`src/rtl/stream_mux_arb.sv`:
```
// stream_mux_arb: N-channel arbitrating stream mux, registered output.
// Fixed-priority or round-robin grant; a burst holds the grant until in_last.
//
// Ports:
//   clk        clock, all state on rising edge
//   rst_n      asynchronous active-low reset
//   in_data    CHANNELS*WIDTH, channel k at [k*WIDTH +: WIDTH]
//   in_valid   per-channel valid
//   in_last    per-channel end-of-burst (1 for single beats)
//   in_ready   per-channel ready, at most one bit high
//   out_data   registered data of the accepted beat
//   out_sel    channel index that supplied out_data
//   out_last   registered in_last of the accepted beat
//   out_valid  output register holds a beat
//   out_ready  sink accepts the beat
module stream_mux_arb #(
  parameter int WIDTH    = 5,
  parameter int CHANNELS = 4,
  parameter int RR       = 1,
  parameter int SELW     = (CHANNELS > 1) ? $clog2(CHANNELS) : 1
) (
  input  logic                      clk,
  input  logic                      rst_n,
  input  logic [CHANNELS*WIDTH-1:0] in_data,
  input  logic [CHANNELS-1:0]       in_valid,
  input  logic [CHANNELS-1:0]       in_last,
  output logic [CHANNELS-1:0]       in_ready,
  output logic [WIDTH-1:0]          out_data,
  output logic [SELW-1:0]           out_sel,
  output logic                      out_last,
  output logic                      out_valid,
  input  logic                      out_ready
);

  typedef enum logic {
    ST_OPEN,
    ST_LOCKED
  } state_t;

  state_t              r_state;
  state_t              w_state_nxt;
  logic [SELW-1:0]     r_lock_ch;
  logic [SELW-1:0]     w_lock_nxt;
  logic [SELW-1:0]     r_ptr;
  logic [SELW-1:0]     w_ptr_nxt;

  logic [WIDTH-1:0]    r_out_data;
  logic [SELW-1:0]     r_out_sel;
  logic                r_out_last;
  logic                r_out_valid;

  logic                w_can_load;
  logic [CHANNELS-1:0] w_arb_gnt;
  logic [SELW-1:0]     w_arb_idx;
  logic [CHANNELS-1:0] w_lock_oh;
  logic [CHANNELS-1:0] w_gnt;
  logic [SELW-1:0]     w_gnt_idx;
  logic [CHANNELS-1:0] w_ready;
  logic                w_accept;
  logic [WIDTH-1:0]    w_sel_data;
  logic                w_sel_last;
  logic [SELW-1:0]     w_idx_inc;

  assign w_can_load = !r_out_valid || out_ready;

  // Search starts at r_ptr (RR) or 0 (fixed) and wraps once.
  // r_ptr < CHANNELS always, so a single subtract is enough.
  always_comb begin : arb
    logic found;
    int   c;
    found     = 1'b0;
    c         = 0;
    w_arb_gnt = '0;
    w_arb_idx = '0;
    for (int i = 0; i < CHANNELS; i++) begin
      c = (RR != 0) ? (int'(r_ptr) + i) : i;
      if (c >= CHANNELS) c = c - CHANNELS;
      if (!found && in_valid[c]) begin
        found        = 1'b1;
        w_arb_gnt[c] = 1'b1;
        w_arb_idx    = SELW'(c);
      end
    end
  end

  always_comb begin : lock_dec
    w_lock_oh = '0;
    for (int k = 0; k < CHANNELS; k++) begin
      w_lock_oh[k] = (r_lock_ch == SELW'(k));
    end
  end

  // FSM: state register
  always_ff @(posedge clk or negedge rst_n) begin
    if (!rst_n) begin
      r_state   <= ST_OPEN;
      r_lock_ch <= '0;
      r_ptr     <= '0;
    end else begin
      r_state   <= w_state_nxt;
      r_lock_ch <= w_lock_nxt;
      r_ptr     <= w_ptr_nxt;
    end
  end

  // FSM: next state
  always_comb begin : fsm_nxt
    w_state_nxt = r_state;
    w_lock_nxt  = r_lock_ch;
    unique case (r_state)
      ST_OPEN: begin
        if (w_accept && !w_sel_last) begin
          w_state_nxt = ST_LOCKED;
          w_lock_nxt  = w_gnt_idx;
        end
      end
      ST_LOCKED: begin
        if (w_accept && w_sel_last) begin
          w_state_nxt = ST_OPEN;
        end
      end
    endcase
  end

  // FSM: outputs. A locked burst owns the port even through
  // bubbles, so other channels stay stalled.
  always_comb begin : fsm_out
    w_gnt     = w_arb_gnt;
    w_gnt_idx = w_arb_idx;
    unique case (r_state)
      ST_OPEN: begin
        w_gnt     = w_arb_gnt;
        w_gnt_idx = w_arb_idx;
      end
      ST_LOCKED: begin
        w_gnt     = w_lock_oh & in_valid;
        w_gnt_idx = r_lock_ch;
      end
    endcase
  end

  assign w_ready  = w_gnt & {CHANNELS{w_can_load}};
  assign w_accept = |w_ready;
  assign in_ready = w_ready & {CHANNELS{rst_n}};

  always_comb begin : sel_mux
    w_sel_data = '0;
    w_sel_last = 1'b0;
    for (int k = 0; k < CHANNELS; k++) begin
      if (w_gnt[k]) begin
        w_sel_data = in_data[k*WIDTH +: WIDTH];
        w_sel_last = in_last[k];
      end
    end
  end

  assign w_idx_inc =
    (w_gnt_idx == SELW'(CHANNELS - 1)) ? '0
                                       : w_gnt_idx + SELW'(1);

  // Pointer advances only when a burst (or single beat) completes.
  always_comb begin : ptr_nxt
    w_ptr_nxt = r_ptr;
    if ((RR != 0) && w_accept && w_sel_last) begin
      w_ptr_nxt = w_idx_inc;
    end
  end

  always_ff @(posedge clk or negedge rst_n) begin
    if (!rst_n) begin
      r_out_valid <= 1'b0;
      r_out_data  <= '0;
      r_out_sel   <= '0;
      r_out_last  <= 1'b0;
    end else if (w_accept) begin
      r_out_valid <= 1'b1;
      r_out_data  <= w_sel_data;
      r_out_sel   <= w_gnt_idx;
      r_out_last  <= w_sel_last;
    end else if (out_ready) begin
      r_out_valid <= 1'b0;
    end
  end

  assign out_data  = r_out_data;
  assign out_sel   = r_out_sel;
  assign out_last  = r_out_last;
  assign out_valid = r_out_valid;

endmodule

```
`config.mk`:
```
export PLATFORM = sky130hd
export DESIGN_NAME = stream_mux_arb
export DESIGN_NICKNAME = d
export VERILOG_FILES = /design/src/rtl/stream_mux_arb.sv
export SDC_FILE = /design/constraint.sdc
export NUM_CORES = 1
export LEC_CHECK = 0
export BUFFER_PORTS_ARGS = -buffer_cell sky130_fd_sc_hd__buf_2
export CAP_MARGIN = 25
export CELL_PAD_IN_SITES_DETAIL_PLACEMENT = 1
export CELL_PAD_IN_SITES_GLOBAL_PLACEMENT = 1
export CORE_MARGIN = 1
export CORE_UTILIZATION = 40
export DETAILED_ROUTE_END_ITERATION = 16
export GPL_ROUTABILITY_DRIVEN = 0
export HOLD_SLACK_MARGIN = 0.03
export PLACE_DENSITY_LB_ADDON = 0.05
export SETUP_SLACK_MARGIN = 0.3
export SYNTH_ARGS = -nofsm -noshare
export SYNTH_HDL_FRONTEND = slang
export SYNTH_SLANG_ARGS = --single-unit
```
`constraint.sdc`:
```
create_clock -name clk -period 6.4 [get_ports clk]
set_clock_uncertainty 0.15 [all_clocks]
set_input_delay 0.32 -clock clk [delete_from_list [all_inputs] [get_ports clk]]
set_output_delay 0.32 -clock clk [all_outputs]
set_load 0.05 [all_outputs]
```
### Word-level counts from Yosys, hierarchy flattened

Cells that the tools add are included.

* mux-type cells: 51
* bitwise operators: 7
* $add $sub $neg: 8
* reductions and logical operators: 19
* equal/unequal tests: 4
* order comparisons: 12

Operator list (number)
* $ge 32x1->1 const B: 4
* $lt 32x4->1 const B: 4
* $mux 32: 4
* $mux 1: 23
* $mux 5: 4
* $mux 4: 4
* $and 4x4->4: 3
* $or 4x4->4: 3
* $sub 3x3->4 const B: 3
* $mux 2: 5
* $ge 3x3->1 const B: 3
* $logic_and 1x1->1: 9
* $bmux 1 s2: 4
* $demux 1 s2: 4
* $pmux 4 s2: 1
* $add 2x2->3 const B: 2
* $eq 2x2->1 const B: 3
* $logic_not 1->1: 5
* $pmux 2 s2: 1
* $reduce_or 4->1: 1
* $sub 2x3->4 const B: 1
* $add 2x1->3 const B: 1
* $ge 2x3->1 const B: 1
* $add 2x1->2 const B: 1
* 7 further kinds: 7

* bits in registers: 14
* input port bits: 31

### Logic depth before layout (Yosys ltp)

* depth in word-level cells: 24
* depth in mapped cells: 13
* depth with buffers taken out: 11

### Worst setup path before layout

Ideal clock, no wire load.

* path kind: register to register
* start point: register r_ptr[0]
* end point: register r_lock_ch[0]
* library setup time: 0.128 ns
* period minus slack after synthesis: 3.722 ns
* path slack: 2.678 ns
* path buffers: 2
* cell stages (with the launch flop): 12
* arrival: 3.445 ns
* cell sequence: dfrtp_1 -> buf_2 -> inv_1 -> ha_1 -> clkbuf_1 -> mux4_2 -> a221o_1 -> a221oi_4 -> nand2_4 -> o31ai_4 -> nand4bb_1 -> mux2_1

* word-level cells in the longest chain between the ends: 23
* elaborated cells between the ends (all ways): 78
* classes of those cells: add/sub: 7; order compare: 12; mux: 41; bitwise: 4; reduce/logical: 14

RTL lines
* from (decl): RTL line 44 `logic [SELW-1:0] r_ptr;`
* from (signal assigned): RTL line 102 `r_ptr <= w_ptr_nxt;`
* parallel branches: the longest is 23 deep, another holds $ge 32x1->1
* to (signal assigned): RTL line 101 `r_lock_ch <= w_lock_nxt;`
* to (decl): RTL line 42 `logic [SELW-1:0] r_lock_ch;`

Several ways; the timed one is not identified. The select of a mux whose other input is x is not followed.
A chain may end at the register's enable or synchronous reset.

### Worst setup path in the final report

Ends and elaborated chain as after synthesis.

==> run summary <==
fin area - 1650 µm²
r2r startpoint - r_ptr[0]$_DFFE_PN0P_
first-pass GRT wire length - 6.50 mm
share of cells above drive strength 1 - 0.354
fin util - 0.524
top cells by count, synth - nand2_1 (22), dfrtp_1 (14), a21oi_1 (10), mux2_2 (9)
Iteration-0 DRC Markers - 62
Max Buffers Root-to-Sink - 2
Wirelength per Cell - 17.5 µm
post-route ant nets - 0
Post-Synth Adder-Cell Area - 0.0729
# rows - 20
Layout area overhead - 20.4%
synth top area cells - dfrtp_1 (26%), mux2_2 (7.4%), ha_1 (7.3%), nand2_1 (6.0%), mux4_2 (4.9%)
Netlist cell types - 42
area share of the largest cell type after synthesis - 0.255
clk slew on worst S/H paths - 0.09 ns
Max-Cap Viols - 0
reg2reg end - r_lock_ch[0]$_DFFE_PN0P_
compound-gate portion of the synthesized area - 0.263
fin crit share - 0.729
Sum Neg Setup Slack - 0 ns
Cells after Synth - 148
Yosys warnings - 0
die area - 3670 µm²
IO Count - 44
number of synthesized flops with an enable pin - 0
XOR/XNOR share of the synthesized area - 0
outcome - finished clean
Port Buf Inserts - 43
diode count - 0
grt ovf - 0
clock sinks - 14
area of the core - 3150 µm²
synthesized area - 1370 µm²
crit path buf inv count - 1
Critical Path End - r_lock_ch[0]$_DFFE_PN0P_
Post-DP HPWL - 3.27 mm
Post-Synth Simple-Gate Area - 0.178
worst-margin pin slew - 0.837 ns
CTS tree - done
largest stage delay on the critical path - 0.76 ns
most frequent cell after synthesis - nand2_1
Final Max Tran Viols - 0
gr usage total - 0.241
Final Hold Viols - 0
crit end category - flip-flop
chip width - 60.6 µm
WP data required - 6.41 ns
Reg2Reg Setup Slack - 1.73 ns
Die H - 60.6 µm
Stages on worst setup path - 9
CP Data Arrival Time - 4.68 ns
Initial Utilization - 0.435
Via density - 5.70
Vias - 1,328
initial antenna violation count - 0
WL final - 4.09 mm
Worst path slowest cell - dfrtp_1
root buf cell - clkbuf_4
#FFs+latches synth - 14
H-tree depth - 1
largest net degree at the start of global routing - 20
RSZ-0062 raised after global routing - false
FF-to-FF path depth - 9
critical-path maximum fanout - 19
largest family of logic cells by synthesized area - compound AO/OA/AOI/OAI gates
Critical Path Start Type - flip-flop
DP Area - 1610 µm²
CP cell instances - inv_1 > ha_1 > mux4_2 > a221o_1 > a221oi_4 > nand2_4 > o31ai_4 > nand4bb_1 > mux2_1
Avg Inst Size Synth - 9.27 µm²
1st-pass router iterations - 4
# setup viols final - 0
Post-Syn Nets - 187
CP Class - reg2reg
Worst Hold Class - in2reg
prevailing post-synth register cell - dfrtp_1
Fmax - 214 MHz
clk_lat worst skew - 0.28 ns
Crit path max-delay family - compound AO/OA/AOI/OAI gates
proportion of synthesized area in mux cells - 0.183
via count of the first global-routing pass - 1,318
sequential element share of the synthesized area - 0.255
fin nets - 229
fin crit period - 4.67 ns
cell type with the largest total area after synthesis - dfrtp_1
drc violations - 0
cts bufs inserted - 3
slew margin rel. - 0.426
post-CTS setup buffer count - 0
Crit. Startpoint - r_ptr[0]$_DFFE_PN0P_
Async SR Flop Fraction - 1.00
[cell families after synthesis]
kind of cell,after synthesis
AO/OA/AOI/OAI,45
AND/OR/NAND/NOR,46
buffers and inverters,15
multiplexers,20
flip-flops,14
adder cells (fa/ha/maj),8
[how the worst min path moves through the flow]
| stage | depth (start not counted) | startpoint | slack, ns | end |
|---|---|---|---|---|
| final | 3 | in_data[10] | 0.20 | out_data[0]$_DFFE_PN0P_ |
| after global routing | 3 | in_data[10] | 0.21 | out_data[0]$_DFFE_PN0P_ |
| after CTS | 3 | in_data[10] | 0.19 | out_data[0]$_DFFE_PN0P_ |
| after detailed placement | 1 | rst_n | 0.1 | out_valid$_DFFE_PN0P_ |
| after global placement | 1 | rst_n | 0.09 | out_data[3]$_DFFE_PN0P_ |
| after floorplan | 0 | rst_n | -0.13 | async pin |
[metrics by stage]
stage,hold slack [ns],setup WS (ns),instances
after floorplan,-0.126,2.68,148
after global placement,0.0914,1.97,228
after detailed placement,0.0997,1.76,228
after global routing,0.211,1.43,233
final,0.202,1.73,233
after CTS,0.187,1.72,233
[per-layer routing]
layer / track usage / share of wire / up-vias
met2: 0.381 / 0.46 / 31
li1: - / - / 650
met1: 0.347 / 0.49 / 641
met5: 0 / 0 / -
met4: 0.0390 / 0.013 / 0
met3: 0.0469 / 0.040 / 6
[layout by cell type, fill, tap and decap left out, drive strengths merged, types with 2 or more instances in the layout]
cell type	instances
a21oi	11
a221o	4
a221oi	7
and4	2
buf	43
clkbuf	4
dfrtp	14
ha	8
inv	8
mux2	11
mux2i	6
mux4	3
nand2	23
nand2b	3
nand3	3
nor2	5
nor2b	2
nor3	2
o21ai	4
o22ai	6
o31ai	8
[worst min-delay path: stages]
cell and delay [ns]:
buf_2 0.09, o22ai_1 0.11, o31ai_1 0.08
[timing repair]
| item | in CTS | in global routing |
|---|---|---|
| hold buffers | 1 | 0 |
| hold endpoints to repair | 14 | 0 |
| resized for setup | 0 | 0 |
[cell type report]
class,count,area (µm²)
fill,394,1500
multi-input combinational,119,956
sequential,14,350
timing repair buffer,44,225
tap,44,55.1
clock buffer,4,36.3
inverter,8,30.0
[flip-flops by register name (all words and copies together) (netlist names), named ones only]
register,cells
out_data,5
out_sel,2
r_lock_ch,2
r_ptr,2
out_last,1
out_valid,1
Power is left out: the tool's default activity adds up to more than one toggle a clock period on the data nets, which glitch-free logic cannot reach.
